[src/rtl/float_fixed_seq.sv]
// float_fixed_seq: multi-cycle IEEE-754 single-precision to signed Q-format
// fixed-point converter. One operand in flight; mantissa alignment is done by
// a one-bit-per-cycle shifter, so latency depends on the exponent.
module float_fixed_seq #(
    parameter int Q = 16
) (
    input  logic        clk,
    input  logic        rst_n,
    input  logic        in_valid,
    output logic        in_ready,
    input  logic [31:0] ieee_float,
    output logic        out_valid,
    input  logic        out_ready,
    output logic [31:0] fixed_point,
    output logic        ovf
);

    typedef enum logic [1:0] {IDLE, CALC, SHIFT, DONE} state_t;

    // Shift distance is exp - 150 + Q; fold the constant part once.
    localparam logic signed [9:0] SH_BIAS = 10'(150 - Q);

    state_t            state, state_nxt;
    logic              sign_r;
    logic [7:0]        exp_r;
    logic [31:0]       mag_r;
    logic [31:0]       mag_shift;
    logic [4:0]        cnt_r;
    logic              dir_left_r;
    logic signed [9:0] sh;
    logic [4:0]        sh_abs;
    logic              frac_nz;
    logic              calc_go_shift;
    logic [31:0]       calc_fix;
    logic              calc_ovf;

    // Largest representable value of the requested sign.
    function automatic logic [31:0] sat_value(input logic s);
        return s ? 32'h8000_0000 : 32'h7FFF_FFFF;
    endfunction

    // Apply the float's sign to an unsigned magnitude (two's complement).
    function automatic logic [31:0] apply_sign(input logic s, input logic [31:0] m);
        logic signed [31:0] ms;
        ms = $signed(m);
        return s ? 32'(-ms) : m;
    endfunction

    // Classify the registered operand and pick either a final result or a shift.
    always_comb begin
        sh            = $signed({2'b00, exp_r}) - SH_BIAS;
        sh_abs        = sh[9] ? 5'(-sh) : 5'(sh);
        frac_nz       = |mag_r[22:0];
        calc_go_shift = 1'b0;
        calc_fix      = 32'h0000_0000;
        calc_ovf      = 1'b0;
        if (exp_r == 8'hFF && frac_nz) begin
            calc_ovf = 1'b1;
        end else if (exp_r == 8'hFF) begin
            calc_fix = sat_value(sign_r);
            calc_ovf = 1'b1;
        end else if (exp_r == 8'h00) begin
            calc_fix = 32'h0000_0000;
        end else if (sh >= 10'sd8) begin
            calc_fix = sat_value(sign_r);
            calc_ovf = 1'b1;
        end else if (sh <= -10'sd24) begin
            calc_fix = 32'h0000_0000;
        end else if (sh == 10'sd0) begin
            calc_fix = apply_sign(sign_r, mag_r);
        end else begin
            calc_go_shift = 1'b1;
        end
    end

    // One-bit alignment step, direction fixed in CALC.
    always_comb begin
        mag_shift = dir_left_r ? (mag_r << 1) : (mag_r >> 1);
    end

    // State register; reset aborts any conversion in progress.
    always_ff @(posedge clk or negedge rst_n) begin
        if (!rst_n) state <= IDLE;
        else        state <= state_nxt;
    end

    // Next-state logic.
    always_comb begin
        state_nxt = state;
        case (state)
            IDLE:    if (in_valid) state_nxt = CALC;
            CALC:    state_nxt = calc_go_shift ? SHIFT : DONE;
            SHIFT:   if (cnt_r == 5'd1) state_nxt = DONE;
            DONE:    if (out_ready) state_nxt = IDLE;
            default: state_nxt = IDLE;
        endcase
    end

    // Handshake outputs decoded from state.
    always_comb begin
        in_ready  = (state == IDLE);
        out_valid = (state == DONE);
    end

    // Operand capture and mantissa shifting; fully reloaded on every accept.
    always_ff @(posedge clk) begin
        case (state)
            IDLE: begin
                if (in_valid) begin
                    sign_r <= ieee_float[31];
                    exp_r  <= ieee_float[30:23];
                    mag_r  <= {8'b0, ieee_float[30:23] != 8'h00, ieee_float[22:0]};
                end
            end
            CALC:    dir_left_r <= ~sh[9];
            SHIFT:   mag_r <= mag_shift;
            default: ;
        endcase
    end

    // Shift counter and result registers, loaded on entry to DONE.
    always_ff @(posedge clk or negedge rst_n) begin
        if (!rst_n) begin
            cnt_r       <= 5'd0;
            fixed_point <= 32'h0000_0000;
            ovf         <= 1'b0;
        end else begin
            case (state)
                CALC: begin
                    if (calc_go_shift) begin
                        cnt_r <= sh_abs;
                    end else begin
                        fixed_point <= calc_fix;
                        ovf         <= calc_ovf;
                    end
                end
                SHIFT: begin
                    cnt_r <= cnt_r - 5'd1;
                    if (cnt_r == 5'd1) begin
                        fixed_point <= apply_sign(sign_r, mag_shift);
                        ovf         <= 1'b0;
                    end
                end
                default: ;
            endcase
        end
    end

endmodule

[config.mk]
export PLATFORM = sky130hd
export DESIGN_NAME = float_fixed_seq
export DESIGN_NICKNAME = d
export VERILOG_FILES = /design/src/rtl/float_fixed_seq.sv
export SDC_FILE = /design/constraint.sdc
export NUM_CORES = 1
export LEC_CHECK = 0
export ABC_AREA = 0
export BUFFER_PORTS_ARGS = -buffer_cell sky130_fd_sc_hd__buf_2
export CORE_AREA = 5 5 112 114
export DETAILED_ROUTE_END_ITERATION = 6
export DIE_AREA = 0 0 117 119
export PLACE_DENSITY = 0.87
export RECOVER_POWER = 25
export SLEW_MARGIN = 20
export SYNTH_ARGS = -nofsm -noshare
export SYNTH_HDL_FRONTEND = slang
export SYNTH_SLANG_ARGS = --single-unit
[constraint.sdc]
create_clock -name clk -period 4.15 [get_ports clk]
set_input_delay 0.2075 -clock clk [delete_from_list [all_inputs] [get_ports clk]]
set_output_delay 0.2075 -clock clk [all_outputs]
set_load 0.05 [all_outputs]
==> impl_metrics.yaml, run 1 <==
run_status:
  status: "finished with violations"
  violations: "max-capacitance violations, max-slew violations"
logic_synthesis:
  ys_seq_elements: 82
  syn_nets: 833
  synth.avg_cell_area_um2: 8.52
  yosys.area.top_type: "edfxtp_1"
  yosysSeqAreaShare_pct: 33.8
  synth.distinct_cells: 78
  synthCells: 785
  async_reset_ff_share_pct: 48.8
  synth_ff_type: "edfxtp_1"
  syn_area_mm2: 0.00669
  synth_top_area_share_pct: 18.8
  yosysWarnings: 0
  synth-edff-count: 42
  synth_area_leaders: "edfxtp_1 19%, dfrtp_1 15%, nor2_1 5.9%"
grt:
  grt_max_degree: 71
  grt_pass1_wl_um: 29900
  grt-ovfl-total: 0
  antenna_found_initial: 0
  grt_use_total_pct: 26.8
  grt_pass1_vias: 5773
detailed_routing:
  dr.pass1.iters: 6
  drtIter0Drc: 897
  vias: 6353
  wire_per_inst_um: 19.5
  drc: 0
  wl_um: 18600
  drt-vias-per-instance: 6.65
  drtAntennaViolNets: 0
finish:
  register_area_mm2: 0.00226
  area_delta_synth_final_pct: 8.94
  nets: 855
  antenna_cells: 0
  nFillCells: 908
  multi_input_area_mm2: 0.00406
  drive_gt1_share_pct: 16.1
  finish.instance_area_mm2: 0.00729
  final_cell_mix: "105 x nor2_1, 70 x a21oi_1, 66 x buf_2"
  final_common_cell: "nor2_1"
power:
  switching_share_pct: 52.2
  power_density_mw_per_mm2: 828
  p_switching_w: 0.00315
  vdd_drop_max_mv: 0.730
  share_comb_of_total_power_pct: 55.9
  seqPwrFrac_pct: 31.1
  leakage_nw: 2.73
  internal-power_w: 0.00288
  clkPwrFrac_pct: 13.0
sta:
  fin_tns_setup_ns: 0
  finalCritPeriodShare_pct: 75.0
  clock.fmax_mhz: 321
  skew_ns: 0.00628
  hold_viol_final: 0
  drv_slew: 41
  rsz0062_at_grt: "no"
  setup_viol: 0
  period_minus_slack_ns: 3.11
  maxSlewHeadroom_pct: -40.6
  worst_slew_pin_slew_ns: 2.11
floorplan:
  core_mm2: 0.0113
  rows: 39
  initial_core_util_pct: 59.1
  die_w_um: 117
  fp.dieArea_mm2: 0.0139
  die_h_um: 119
  num_io_pins: 71
placement:
  routabilityCongestion: 0.962
  hpwl_um: 13000
  port_buffers: 70
  dpl_cell_area_mm2: 0.00700
cts:
  cts_tree: "built"
  cts_buffers: 9
  clock_path_buffers: 2
  cts_resized: 0
  cts_sinks: 82
  path_clk_slew_ns: 0.06
  clock_latency_ns: 0.35
  cts_root_buffer: "clkbuf_16"
  postCtsSetupBuffers: 0
  cts_hold_buf: 0
  cts.htree.levels: 3
critical_path:
  required_ns: 4.38
  crit_fanout: 64
  arrival_ns: 3.34
  start_kind: "flop"
  end_kind: "flop"
  crit_type: "flop to flop"
job:
  cap_violations: 1
hold_path:
  hp-class: "input pin to flop"
power groups by stage:
stage               combinational [W]  sequential, W  clock [W]
floorplan                     0.00229        0.00208          0
global placement              0.00323        0.00185          0
detailed placement            0.00329        0.00187          0
CTS                           0.00332        0.00185   0.000781
global route                  0.00364        0.00192   0.000812
finish                        0.00337        0.00188   0.000782
kinds of logic (layout without fill, tap and decap cells):
family,Yosys count,in the layout,synth area share (%)
compound gates,230,230,22.6
xor+xnor,48,48,6.28
fa+ha+maj,12,12,2.24
buf+inv,86,113,5.70
flops,82,82,33.8
mux,48,48,7.52
simple gates,279,279,21.8
Yosys cell counts (all sizes together), types with 3 or more instances:
cell type,instances
xor2,19
inv,16
nand3,23
a221oi,3
nand2,48
or3,6
nand4,5
o221ai,3
o21a,5
edfxtp,42
o22ai,5
a21o,5
o211ai,9
o22a,10
clkbuf,37
nor3,31
mux2,8
a31oi,22
and3,6
nor2b,7
a22oi,3
nand2b,4
a21oi,71
o31ai,14
a211oi,6
o41ai,5
and2,3
nor4,21
xnor2,29
dfrtp,40
or2,4
o21ai,47
or4,3
nor2,105
nor3b,8
buf,33
mux2i,40
ha,12
metrics by stage:
stage / setup WS, ns / hold WS [ns] / util [%] / instances / total power [W]
3_5_place_dp: 1.07 / 0.377 / 61.9 / 939 / 0.00516
6_report: 1.04 / 0.0508 / 64.4 / 955 / 0.00603
4_1_cts: 1.10 / 0.0173 / 64.4 / 955 / 0.00596
2_1_floorplan: 0.978 / -0.0881 / - / 785 / 0.00437
3_3_place_gp: 1.19 / 0.375 / 61.9 / 939 / 0.00508
5_1_grt: 0.840 / 0.0494 / 64.4 / 955 / 0.00638
worst max-delay path: stages (launching register included):
cell and delay [ns]:
edfxtp_1 0.50, ha_1 0.38, nor2b_1 0.52, or4_1 0.21, a21oi_1 0.08, o311a_1 0.40
a21oi_4 0.19, buf_12 0.27, o21ai_0 0.13, o32a_1 0.31
per-layer routing:
metal  track usage (%)  up-vias  wire, um  share of wire, %
met5                 0        -         0                 0
met4              11.0        0       682               3.7
met3              5.27       55      2230                12
met2              38.9      436      8080                43
met1              39.1     2901      7600                41
li1                  -     2961         -                 -
state kept, by name (all words and copies together), names as in the netlist:
| signal | flops |
|---|---|
| dir_left_r | 1 |
| state | 2 |
| mag_r | 32 |
| ovf | 1 |
| exp_r | 8 |
| cnt_r | 5 |
| sign_r | 1 |
| fixed_point | 32 |
final timing paths:
kind	slack, ns	end	startpoint	cells past startpoint
hold reg to reg	0.49	fixed_point[0]	fixed_point[0]	1
setup / recovery	1.04	fixed_point[21]	exp_r[1]	9
hold / removal	0.05	sign_r	ieee_float[31]	1
min in group asynchronous	0.47	cnt_r[1]	rst_n	1
setup reg to reg	1.04	fixed_point[21]	exp_r[1]	9
max in group asynchronous	2.47	fixed_point[19]	rst_n	1
cell type report:
| class | count | share of cell area [%] |
|---|---|---|
| clock buffer | 11 | 3.48 |
| clock inverter | 5 | 0.498 |
| inverter | 16 | 0.824 |
| multi-input combinational | 617 | 55.7 |
| sequential | 82 | 31.0 |
| tap | 143 | 2.45 |
| timing repair buffer | 81 | 6.04 |
Power figures use the tool's default switching activity.
==> run 2, diff against run 1 <==
==> constraint.sdc (replaced) <==
create_clock -name clk -period 3 [get_ports clk]
set_input_delay 0.15 -clock clk [delete_from_list [all_inputs] [get_ports clk]]
set_output_delay 0.15 -clock clk [all_outputs]
set_load 0.05 [all_outputs]
==> impl_metrics.yaml, run 2 (same netlist as run 1, synthesis figures left out) <==
sta:
  hold_viol_final: 0
  period_minus_slack_ns: 2.79
  clock.fmax_mhz: 358
  setup_viol: 0
  maxSlewHeadroom_pct: -52.1
  whs_ns: 0.00133
  worst_slew_pin_slew_ns: 2.28
  rsz0062_at_grt: "no"
  skew_ns: 0.0112
  fin_tns_setup_ns: 0
  finalCritPeriodShare_pct: 93.1
  drv_slew: 41
floorplan:
  num_io_pins: 71
  initial_core_util_pct: 59.1
  die_h_um: 119
  fp.dieArea_mm2: 0.0139
  core_mm2: 0.0113
  rows: 39
  die_w_um: 117
placement:
  dpl_cell_area_mm2: 0.00722
  routabilityCongestion: 1.03
  port_buffers: 70
  hpwl_um: 14000
  dpl.cell_count: 965
grt:
  grt_pass1_wl_um: 31100
  antenna_found_initial: 0
  grt_max_degree: 70
  grt_use_total_pct: 27.9
  grt_pass1_vias: 6037
  grt-ovfl-total: 0
cts:
  cts_sinks: 82
  clock_path_buffers: 2
  cts_root_buffer: "clkbuf_16"
  path_clk_slew_ns: 0.06
  cts_tree: "built"
  cts.htree.levels: 3
  clock_latency_ns: 0.35
  postCtsSetupBuffers: 0
  cts_buffers: 9
hold_path:
  hp-class: "input pin to flop"
  min_delay_path_depth: 1
critical_path:
  start_kind: "flop"
  crit_fanout: 6
  ff2ff_path_depth: 9
  required_ns: 3.23
  arrival_ns: 3.02
  end_kind: "flop"
  crit_type: "flop to flop"
finish:
  finish.instance_area_mm2: 0.00761
  reg_top3: "fixed_point x32, mag_r x32, exp_r x8"
  nets: 889
  area_delta_synth_final_pct: 13.8
  layout.cells.non_filler: 989
  antenna_cells: 0
  utilization_pct: 67.2
  drive_gt1_share_pct: 14.9
  nFillCells: 897
  final_cell_mix: "105 x nor2_1, 69 x a21oi_1, 48 x nand2_1"
  final_common_cell: "nor2_1"
power:
  vdd_drop_max_mv: 1.06
  leakage_nw: 2.83
  power_density_mw_per_mm2: 1140
detailed_routing:
  vias: 6596
  wire_per_inst_um: 19.8
  drt-vias-per-instance: 6.67
  drtAntennaViolNets: 0
  drtIter0Drc: 1107
  dr.pass1.iters: 6
  wl_um: 19600
  drc: 0
job:
  cap_violations: 1
run_status:
  violations: "max-capacitance violations, max-slew violations"
  status: "finished with violations"
run 2: power by group:
part	internal, W	switching (W)	total, W
logic	0.00164	0.00329	0.00493
clock network	0.000789	0.000459	0.00125
registers	0.00182	0.000711	0.00253
total	0.00425	0.00446	0.00871
run 2: layout make-up:
| type | instances | area, um^2 | area share, % |
|---|---|---|---|
| Clock inverter | 3 | 40.0 | 0.526 |
| Inverter | 16 | 60.1 | 0.789 |
| Tap cell | 143 | 179 | 2.35 |
| Sequential cell | 82 | 2260 | 29.7 |
| Clock buffer | 13 | 303 | 3.98 |
| Multi-Input combinational cell | 617 | 4070 | 53.5 |
| Timing Repair Buffer | 115 | 697 | 9.16 |
run 2: routing by layer:
metal	GRT usage, %	vias to the layer above	routed length [um]
li1	-	3020	-
met1	40.9	3008	8090
met2	40.6	492	8350
met3	6.64	76	2550
met4	9.10	0	606
met5	0	-	0
run 2: worst max-delay path, stage by stage (launching register included):
cell      delay [ns]
edfxtp_1        0.49
inv_1           0.10
ha_1            0.22
nor3b_1         0.42
nand3_1         0.34
nor4_1          0.52
mux2i_1         0.26
nor2_1          0.06
o21ai_0         0.16
a31oi_1         0.11
run 2: worst paths after layout:
path | start | end | slack [ns]
worst min-delay path | ieee_float[27] | exp_r[4] | 0.001
worst max-delay path | mag_r[0] | fixed_point[28] | 0.21
max in group asynchronous | rst_n | fixed_point[16] | 0.67
min in group asynchronous | rst_n | cnt_r[1] | 1.02
worst min register to register | fixed_point[6] | fixed_point[6] | 0.49
worst max register to register | mag_r[0] | fixed_point[28] | 0.21
run 2: what timing repair did:
item,CTS,global route
setup endpoints to repair,0,7
hold buffers,8,0
gates resized for setup,0,3
hold endpoints to repair,47,0
run 2: metrics by stage:
step	total power, W	worst slack [ns]
2_1_floorplan	0.00604	0.0188
3_5_place_dp	0.00735	0.204
5_1_grt	0.00916	0.0379
6_report	0.00871	0.206
4_1_cts	0.00863	0.212
3_3_place_gp	0.00725	0.255
